[config.mk]
export PLATFORM = sky130hd
export DESIGN_NAME = control_unit
export DESIGN_NICKNAME = d
export VERILOG_FILES = /design/src/rtl/control_unit.sv
export SDC_FILE = /design/constraint.sdc
export NUM_CORES = 1
export LEC_CHECK = 0
export CAP_MARGIN = 5
export CORE_AREA = 4 4 41 43
export CTS_BUF_LIST = sky130_fd_sc_hd__clkbuf_16
export DETAILED_ROUTE_END_ITERATION = 8
export DIE_AREA = 0 0 45 47
export DONT_BUFFER_PORTS = 1
export SYNTH_ARGS = -nofsm -noshare
export SYNTH_HDL_FRONTEND = slang
export SYNTH_SLANG_ARGS = --single-unit
[constraint.sdc]
create_clock -name clk -period 1.2 [get_ports clk]
set_input_delay 0.18 -clock clk [delete_from_list [all_inputs] [get_ports clk]]
set_output_delay 0.18 -clock clk [all_outputs]
set_load 0.005 [all_outputs]
[src/rtl/control_unit.sv]
// Main instruction decoder for the 8-bit CPU: opcode + zero flag to datapath controls.
// A three-state register freezes the machine during reset hold and after HLT.
module control_unit (
    input  logic       clk,
    input  logic       reset,
    input  logic [3:0] opCode,
    input  logic       zero_flag,
    output logic       PC_Enable,
    output logic       RA_Enable,
    output logic       Reg_const4,
    output logic       RegWrite_Enable,
    output logic       Reg_Imm,
    output logic       MemWrite_Enable,
    output logic [1:0] PC_RA_ALU_REG,
    output logic [1:0] Alu_Move_Mem,
    output logic [1:0] Reg_4_PC,
    output logic [2:0] ALUOP
);

    typedef enum logic [1:0] {
        RST_HOLD = 2'b00,
        RUN      = 2'b01,
        HALT     = 2'b10
    } state_t;

    state_t state;

    always_ff @(posedge clk) begin
        if (reset) begin
            state <= RST_HOLD;
        end else begin
            unique case (state)
                RST_HOLD: state <= RUN;
                RUN:      if (opCode == 4'b1111) state <= HALT;
                HALT:     state <= HALT;
                default:  state <= RST_HOLD;
            endcase
        end
    end

    always_comb begin
        PC_Enable       = 1'b0;
        RA_Enable       = 1'b0;
        Reg_const4      = 1'b0;
        RegWrite_Enable = 1'b0;
        Reg_Imm         = 1'b0;
        MemWrite_Enable = 1'b0;
        PC_RA_ALU_REG   = 2'b00;
        Alu_Move_Mem    = 2'b00;
        Reg_4_PC        = 2'b00;
        ALUOP           = 3'b000;
        if (state == RUN && opCode != 4'b1111) begin
            PC_Enable = 1'b1;
            unique case (opCode)
                4'b0000: ;
                4'b0001: RegWrite_Enable = 1'b1;
                4'b0010: begin
                    RegWrite_Enable = 1'b1;
                    ALUOP           = 3'b001;
                end
                4'b0011: begin
                    RegWrite_Enable = 1'b1;
                    ALUOP           = 3'b010;
                end
                4'b0100: begin
                    RegWrite_Enable = 1'b1;
                    ALUOP           = 3'b011;
                end
                4'b0101: begin
                    RegWrite_Enable = 1'b1;
                    ALUOP           = 3'b100;
                end
                4'b0110: begin
                    RegWrite_Enable = 1'b1;
                    Reg_const4      = 1'b1;
                    ALUOP           = 3'b101;
                end
                4'b0111: PC_RA_ALU_REG = 2'b01;
                4'b1000: begin
                    RegWrite_Enable = 1'b1;
                    Reg_Imm         = 1'b1;
                end
                4'b1001: begin
                    RegWrite_Enable = 1'b1;
                    Reg_Imm         = 1'b1;
                    Alu_Move_Mem    = 2'b01;
                end
                4'b1010: begin
                    RegWrite_Enable = 1'b1;
                    Reg_Imm         = 1'b1;
                    Alu_Move_Mem    = 2'b10;
                end
                4'b1011: begin
                    MemWrite_Enable = 1'b1;
                    Reg_Imm         = 1'b1;
                end
                // JMP / BEQZ / CALL: PC-relative target computed by the ALU
                4'b1100, 4'b1101, 4'b1110: begin
                    Reg_4_PC  = 2'b01;
                    Reg_Imm   = 1'b1;
                    RA_Enable = (opCode == 4'b1110);
                    if (opCode != 4'b1101 || zero_flag)
                        PC_RA_ALU_REG = 2'b10;
                end
                4'b1111: ;
            endcase
        end
    end

endmodule

==> results.sh, run 1 <==
export IMPL_status="complete, but fails checks"
export IMPL_violations="negative setup slack"
export IMPL_totalWireLength_um=782
export IMPL_p_per_area_nw_per_um2=2100
export IMPL_initial_core_util_pct=24.0
export IMPL_ir_drop_v=0.000872
export IMPL_p_leak_uw=0.000182
export IMPL_setup_viol=11
export IMPL_fin_worst_hold_slack_ns=0.142
export IMPL_clk_pin_slew_ns=0.03
export IMPL_drive_above_1_share_pct=51.0
export IMPL_max_cap_violations=0
export IMPL_synthTopCellsByCount="nor2_1, nand2b_1, a21oi_1"
export IMPL_drc=0
export IMPL_regMostFlops="state"
export IMPL_path_cells="inv_2, ha_4, nor4b_4, buf_4"
export IMPL_yosysMostFrequentCell="nor2_1"
export IMPL_first_iter_violations=1
export IMPL_grt_max_degree=10
export IMPL_syn_to_final_growth_pct=53.2
export IMPL_die_w_um=45
export IMPL_top_regs="state: 2 flops"
export IMPL_insertion_delay_ns=0.22
export IMPL_worstSetupPathType="reg2out"
export IMPL_cts_tree="built"
export IMPL_synthTopCellsByArea="dfxtp_1, nand2b_1, nor2_1, ha_1, mux2i_1"
export IMPL_num_vias=318
export IMPL_grt_pass1_vias=302
export IMPL_dieArea_um2=2120
export IMPL_layout_min_cycle_time_ns=1.27
export IMPL_synth_area_um2=313
export IMPL_async_flop_share_pct=0
export IMPL_hpwl_um=569
export IMPL_worstPathMaxFanout=7
export IMPL_worstPathArrival_ns=1.09
export IMPL_antenna_found_initial=0
export IMPL_dp_cells=60
export IMPL_cts_root_buf="clkbuf_16"
export IMPL_synth_top_area_share_pct=12.8
export IMPL_synth_seq_area_share_pct=12.8
export IMPL_finalMaxSlewViolations=0
export IMPL_diodes=0
export IMPL_synth_seq_cells=2
export IMPL_core_um2=1300
export IMPL_postCtsHoldBufs=0
export IMPL_crit_path_max_incr_delay_ns=0.31
export IMPL_portBuffers=0
export IMPL_start_kind="register"
export IMPL_crit_path_top_delay_cell="dfxtp_2"
export IMPL_grt_pass1_wl_um=1190
export IMPL_wl_per_cell_um=12.2
export IMPL_syn_nets=54
export IMPL_htreeDepth=1
export IMPL_cts_buffers=3
export IMPL_synth_cell_types=23
export IMPL_max_freq_ghz=0.788
export IMPL_dpl_cell_area_um2=337
export IMPL_cts_buffer_depth=2
export IMPL_setup_ws_ns=-0.0692
export IMPL_syn_inst=45
export IMPL_utilization_pct=36.8
export IMPL_avgSynthCellArea_um2=6.95
export IMPL_power_uw=1000
export IMPL_synthFlopType="dfxtp_1"
export IMPL_synth_edff_count=0
export IMPL_stdcell_count=64
export IMPL_design_area_um2=479
export IMPL_min_period_over_period_pct=106
export IMPL_cp_required_ns=1.02
export IMPL_grt_overflow_total=0
export IMPL_yosysTopAreaCell="dfxtp_1"
export IMPL_final_antenna_net_count=0
export IMPL_gp_congestion=0.730
export IMPL_end_kind="primary output"
export IMPL_std_cell_rows=13
export IMPL_track_usage_pct=8.20
export IMPL_avgViaCountPerCell=4.97
export IMPL_clock_skew_ns=0.000646
export IMPL_ys_warn_count=0
export IMPL_ioPinCount=22
export IMPL_min_path_type="in2reg"
export IMPL_largest_reg_flops=2
export IMPL_firstDrtPassIters=2
export IMPL_rsz0062_at_grt="yes"
export IMPL_die_height_um=47
export IMPL_nets=60
export IMPL_final_hold_viol_count=0
export IMPL_cts_sinks=2
-- worst max-delay path, delay by kind of cell (launching register included) --
kind                     cells  cell delay [ns]
flip-flops                   1             0.31
adder cells (fa/ha/maj)      1             0.16
buffers and inverters        2             0.20
AND/OR/NAND/NOR              1             0.19
-- kinds of logic after synthesis --
logic type      count (synthesis)  share of synthesized area [%]
fa+ha+maj                       2                           8.00
flops                           2                           12.8
buf+inv                         5                           8.00
simple gates                   28                           52.0
compound gates                  5                           11.6
mux                             2                           6.40
other cells                     1                           1.20
-- power by group --
part	leakage, uW	internal, uW	total (uW)	switching (uW)
sequential	0.0000172	103	128	24.7
combinational	0.000128	207	375	168
clock	0.0000370	424	501	76.8
total	0.000182	734	1000	270
-- cell usage in the layout (no fill, tap or decap), drive strengths merged --
cell type | synthesis | final
nand3b | 2 | 2
clkbuf | 0 | 3
conb | 1 | 1
dfxtp | 2 | 2
nor3 | 1 | 1
and3b | 1 | 1
mux2i | 2 | 2
and2 | 1 | 1
nand3 | 1 | 1
ha | 2 | 2
nor2 | 9 | 9
o22ai | 1 | 1
inv | 2 | 2
a21oi | 3 | 3
nor4b | 1 | 1
buf | 3 | 4
o21a | 1 | 1
or2b | 2 | 2
nor4 | 1 | 1
nand2 | 3 | 3
nand2b | 6 | 6
-- what timing repair did --
item / 4_1_cts / 5_1_grt
setup endpoints to repair: 14 / 12
gates resized for setup: 12 / 5
pin swaps: 7 / 1
setup buffers: 0 / 1
-- path summary, 6_finish.rpt --
path | startpoint | end | slack, ns | cells past startpoint
setup reg to reg | state[0] | state[1] | 0.20 | 5
hold / removal | reset | state[1] | 0.14 | 2
hold reg to reg | state[1] | state[1] | 0.59 | 3
setup / recovery | state[1] | ALUOP[0] | -0.07 | 4
-- metal layers --
| metal | GRT usage, % | vias to the layer above | share of wire, % |
|---|---|---|---|
| met2 | 13.6 | 18 | 48 |
| li1 | - | 157 | - |
| met3 | 3.83 | 2 | 14 |
| met1 | 7.00 | 141 | 36 |
| met5 | 0 | - | 0 |
| met4 | 8.77 | 0 | 2.0 |
-- per-stage QoR --
stage	setup WS [ns]	TNS, ns
after floorplan	0.0917	0
after global placement	-0.00899	-0.00899
after detailed placement	-0.0383	-0.0383
after CTS	-0.0812	-0.456
after global routing	-0.122	-1.06
final	-0.0692	-0.483
-- final cells by class --
type,instances,area [um^2]
inverter,2,7.51
multi-input combinational,38,305
tap,15,18.8
timing repair buffer,4,30.0
sequential,2,42.5
clock buffer,3,75.1
fill,132,822
No activity file was read; power rests on OpenSTA's default activity.
==> run 2, diff against run 1 <==
--- a/config.mk
+++ b/config.mk
@@ -11,6 +11,8 @@
 export DETAILED_ROUTE_END_ITERATION = 8
 export DIE_AREA = 0 0 45 47
 export DONT_BUFFER_PORTS = 1
+export GPL_ROUTABILITY_DRIVEN = 0
+export REMOVE_ABC_BUFFERS = 1
 export SYNTH_ARGS = -nofsm -noshare
 export SYNTH_HDL_FRONTEND = slang
 export SYNTH_SLANG_ARGS = --single-unit
==> run 2 against run 1 <==
Effect of this change:
- the run still ends with negative setup slack left
- die area unchanged
- global-route usage decreased by 0.87 points
- final area decreased by 2.6%
- via count decreased by 2.5%
- clock power about the same
- critical path depth unchanged
- wire length decreased by 5.2%
- clock-buffer cell count unchanged
- register-to-register slack about the same
- highest routed layer unchanged
==> results.sh, run 2 (synthesized netlist as in run 1, its figures left out) <==
export IMPL_drc=0
export IMPL_max_freq_ghz=0.790
export IMPL_finalMaxSlewViolations=0
export IMPL_fillers=141
export IMPL_first_iter_violations=8
export IMPL_drive_above_1_share_pct=45.8
export IMPL_antenna_found_initial=0
export IMPL_reg2reg_slack_ns=0.20
export IMPL_grt_pass1_vias=286
export IMPL_top_regs="state: 2 flops"
export IMPL_die_w_um=45
export IMPL_clk_pin_slew_ns=0.03
export IMPL_cts_sinks=2
export IMPL_power_switching_uw=264
export IMPL_nets=59
export IMPL_grt_overflow_total=0
export IMPL_grt_pass1_wl_um=1070
export IMPL_ioPinCount=22
export IMPL_grt_max_degree=10
export IMPL_clock_skew_ns=0.00174
export IMPL_final_hold_viol_count=0
export IMPL_insertion_delay_ns=0.22
export IMPL_min_path_type="in2reg"
export IMPL_start_kind="register"
export IMPL_combinationalPowerShare_pct=36.2
export IMPL_portBuffers=0
export IMPL_regMostFlops="state"
export IMPL_cts_tree="built"
export IMPL_core_um2=1300
export IMPL_fin_worst_hold_slack_ns=0.142
export IMPL_rsz0062_at_grt="yes"
export IMPL_multi_input_area_um2=300
export IMPL_end_kind="primary output"
export IMPL_cp_required_ns=1.02
export IMPL_wl_per_cell_um=11.8
export IMPL_violations="negative setup slack"
export IMPL_final_antenna_net_count=0
export IMPL_cp_startpoint="state[1]"
export IMPL_min_period_over_period_pct=105
export IMPL_std_cell_rows=13
export IMPL_setup_ws_ns=-0.0660
export IMPL_power_frac_seq_pct=12.9
export IMPL_switching_share_pct=26.8
export IMPL_p_int_uw=719
export IMPL_diodes=0
export IMPL_worstPathMaxFanout=7
export IMPL_htreeDepth=1
export IMPL_cts_buffers=3
export IMPL_final_cell_mix="nand2b_1, nor2_1"
export IMPL_firstDrtPassIters=4
export IMPL_worstSetupPathType="reg2out"
export IMPL_initial_core_util_pct=24.0
export IMPL_p_per_area_nw_per_um2=2110
export IMPL_ir_drop_v=0.000818
export IMPL_dieArea_um2=2120
export IMPL_postCtsHoldBufs=0
export IMPL_layout_min_cycle_time_ns=1.27
export IMPL_utilization_pct=35.9
export IMPL_p_leak_uw=0.000177
export IMPL_status="complete, but fails checks"
export IMPL_min_from="reset"
export IMPL_totalWireLength_um=741
export IMPL_die_height_um=47
export IMPL_max_cap_violations=0
export IMPL_pwr_share_clk_pct=51.0
export IMPL_worstPathArrival_ns=1.09
export IMPL_avgViaCountPerCell=4.92
export IMPL_setup_viol=11
export IMPL_seq_area_um2=42.5
export IMPL_largest_reg_flops=2
export IMPL_num_vias=310
export IMPL_cts_buffer_depth=2
export IMPL_cts_root_buf="clkbuf_16"
export IMPL_track_usage_pct=7.33
export IMPL_reg2reg_from="state[0]"
export IMPL_syn_to_final_growth_pct=49.2
run 2: worst max-delay path, cell delays in order, from the launching register on:
cell and delay [ns]:
dfxtp_2 0.31, inv_2 0.06, ha_4 0.16, nor4b_4 0.19
buf_4 0.14
run 2: through the flow:
| stage | total power (uW) | instances | worst slack, ns | cell area [um^2] | TNS, ns |
|---|---|---|---|---|---|
| floorplan | 332 | 42 | 0.0917 | 295 | 0 |
| global placement | 413 | 60 | -0.0153 | 337 | -0.0153 |
| detailed placement | 424 | 60 | -0.0721 | 337 | -0.0721 |
| CTS | 1000 | 63 | -0.0913 | 459 | -0.368 |
| global route | 1050 | 63 | -0.142 | 467 | -1.17 |
| finish | 983 | 63 | -0.0660 | 467 | -0.374 |
run 2: final timing paths:
check              to  cells past startpoint
max          ALUOP[0]                      4
min          state[0]                      2
max reg2reg  state[1]                      5
min reg2reg  state[1]                      2
run 2: power groups by stage:
stage               Sequential, uW  Clock, uW  Combinational, uW
global route                   133        519                397
CTS                            127        511                364
floorplan                      112          0                220
detailed placement             112          0                312
finish                         126        501                355
global placement               112          0                300
run 2: timing repair:
item | CTS | global route
buffers inserted | 0 | 0
cloned | 0 | 0
endpoints found under the hold margin | 0 | 0
setup endpoints to repair | 14 | 12
pin swaps | 5 | 3
resized for setup | 12 | 3
run 2: final cells by class:
class	count	share of cell area, %
clock buffers	3	16.1
inverters	2	1.61
multi-input cells	38	64.3
flip-flops and latches	2	9.12
well taps	15	4.02
repair buffers	3	4.83
run 2: routing by layer:
metal,up-vias,global-route usage [%],routed length [um]
li1,152,-,-
met1,135,6.77,271
met2,21,11.6,338
met3,2,3.83,114
met4,0,7.02,17
met5,-,0,0
==> run 3, diff against run 2 <==
--- a/config.mk
+++ b/config.mk
@@ -10,8 +10,8 @@
 export CTS_BUF_LIST = sky130_fd_sc_hd__clkbuf_16
 export DETAILED_ROUTE_END_ITERATION = 8
 export DIE_AREA = 0 0 45 47
-export DONT_BUFFER_PORTS = 1
 export GPL_ROUTABILITY_DRIVEN = 0
+export GPL_TIMING_DRIVEN = 1
 export REMOVE_ABC_BUFFERS = 1
 export SYNTH_ARGS = -nofsm -noshare
 export SYNTH_HDL_FRONTEND = slang
==> constraint.sdc (replaced) <==
create_clock -name clk -period 1.4 [get_ports clk]
set_input_delay 0.21 -clock clk [delete_from_list [all_inputs] [get_ports clk]]
set_output_delay 0.21 -clock clk [all_outputs]
set_load 0.005 [all_outputs]
==> run 3 against run 2 <==
Effect of this change:
- the flow still finishes with violations (negative setup slack)
- critical path depth grew 2
- first-iteration DRC count is 100% lower
- sequential cell count unchanged
- wire length up 38%
- global-route usage increased by 3.3 points
- clock power decreased by 15%
- non-clock buffer count is 32 higher
- utilization rose by 20 points
- cell count grew 51%
- worst hold slack better by 0.34 ns
- worst setup slack got worse by 0.038 ns
- largest power group is now combinational cells
==> results.sh, run 3 (synthesized netlist as in run 1, its figures left out) <==
export IMPL_avgViaCountPerCell=4.45
export IMPL_ir_drop_v=0.00123
export IMPL_cts_sinks=2
export IMPL_track_usage_pct=10.6
export IMPL_p_per_area_nw_per_um2=1410
export IMPL_dieArea_um2=2120
export IMPL_cts_buffers=3
export IMPL_clk_pin_slew_ns=0.03
export IMPL_reg2reg_slack_ns=0.28
export IMPL_tns_ns=-0.427
export IMPL_syn_to_final_growth_pct=131
export IMPL_path_cells="inv_2, ha_4, buf_4, o21a_4, and2_2, buf_2"
export IMPL_final_hold_viol_count=0
export IMPL_worstPathArrival_ns=1.29
export IMPL_mostFrequentLayoutCell="buf_2"
export IMPL_hpwl_um=711
export IMPL_cts_tree="built"
export IMPL_start_kind="register"
export IMPL_antenna_found_initial=0
export IMPL_max_freq_ghz=0.665
export IMPL_first_iter_violations=0
export IMPL_post_place_ws_ns=-0.657
export IMPL_p_leak_uw=0.000335
export IMPL_core_um2=1300
export IMPL_worstPathMaxFanout=6
export IMPL_layout_min_cycle_time_ns=1.50
export IMPL_num_vias=423
export IMPL_setup_ws_ns=-0.104
export IMPL_top_regs="state: 2 flops"
export IMPL_min_period_over_period_pct=107
export IMPL_crit_path_max_incr_delay_ns=0.32
export IMPL_largest_reg_flops=2
export IMPL_final_cell_mix="buf_2, buf_4, nand2b_1"
export IMPL_finalMaxSlewViolations=0
export IMPL_clock_skew_ns=0.00111
export IMPL_violations="negative setup slack"
export IMPL_rsz0062_at_grt="yes"
export IMPL_crit_path_top_delay_cell="dfxtp_2"
export IMPL_setup_viol=9
export IMPL_wl_per_cell_um=10.8
export IMPL_die_height_um=47
export IMPL_cts_buffer_depth=2
export IMPL_cts_root_buf="clkbuf_16"
export IMPL_portBuffers=20
export IMPL_grt_max_degree=8
export IMPL_ioPinCount=22
export IMPL_final_antenna_net_count=0
export IMPL_grt_overflow_total=0
export IMPL_initial_core_util_pct=24.0
export IMPL_std_cell_rows=13
export IMPL_nets=91
export IMPL_grt_pass1_vias=386
export IMPL_max_cap_violations=0
export IMPL_end_kind="primary output"
export IMPL_min_path_type="reg2reg"
export IMPL_status="complete, but fails checks"
export IMPL_diodes=0
export IMPL_firstDrtPassIters=1
export IMPL_power_uw=1020
export IMPL_cp_required_ns=1.19
export IMPL_grt_pass1_wl_um=1610
export IMPL_htreeDepth=1
export IMPL_worstSetupPathType="reg2out"
export IMPL_regMostFlops="state"
export IMPL_totalWireLength_um=1030
export IMPL_die_w_um=45
export IMPL_insertion_delay_ns=0.22
export IMPL_drive_above_1_share_pct=65.0
export IMPL_drc=0
-- run 3: cell types whose count changed in the layout (fill, tap and decap cells not counted), moves of 2 or more --
cell             delta
buf_6               +5
clkdlybuf4s15_2     +3
buf_4               +7
buf_2              +12
clkdlybuf4s50_1     +2
-- run 3: layout make-up --
| class | instances | area [um^2] |
|---|---|---|
| Fill cell | 128 | 578 |
| Sequential cell | 2 | 42.5 |
| Inverter | 2 | 7.51 |
| Clock buffer | 3 | 75.1 |
| Multi-Input combinational cell | 38 | 310 |
| Timing Repair Buffer | 35 | 269 |
| Tap cell | 15 | 18.8 |
-- run 3: final timing paths --
| kind | start | end | depth (start not counted) |
|---|---|---|---|
| worst max register to register | state[1] | state[0] | 6 |
| worst min register to register | state[1] | state[1] | 2 |
| worst min-delay path | state[1] | state[1] | 2 |
| worst max-delay path | state[1] | Reg_Imm | 6 |
-- run 3: timing repair --
item                                    4_1_cts  5_1_grt
setup buffers                                 7        0
endpoints found under the setup margin       14       14
hold buffers                                  0        0
pin swaps                                     7        3
gates resized for setup                      70       16
-- run 3: layer usage --
metal	wire (um)	vias up	track usage [%]
li1	-	219	-
met1	375	186	10.6
met2	542	18	20.1
met3	107	0	1.92
met4	0	0	7.02
met5	0	-	0
-- run 3: metrics by stage --
stage / utilization, % / instance area (um^2) / hold slack, ns / std cells
6_report: 55.6 / 723 / 0.481 / 95
5_1_grt: 55.6 / 723 / 0.523 / 95
4_1_cts: 53.8 / 701 / 0.483 / 95
3_5_place_dp: 44.1 / 574 / 0.477 / 85
3_3_place_gp: 44.1 / 574 / 0.467 / 85
2_1_floorplan: - / 295 / 0.390 / 42
-- run 3: worst max-delay path, delay by kind of cell (launching register included) --
family | cells | cell delay [ns]
flip-flops | 1 | 0.32
AND/OR/NAND/NOR | 1 | 0.18
buffers and inverters | 3 | 0.31
adder cells (fa/ha/maj) | 1 | 0.17
AO/OA/AOI/OAI | 1 | 0.11
-- run 3: power breakdown --
group          switching, uW  total (uW)  internal (uW)
logic                    200         488            287
registers               20.7         109           88.5
clock network           62.3         425            363
total                    283        1020            739
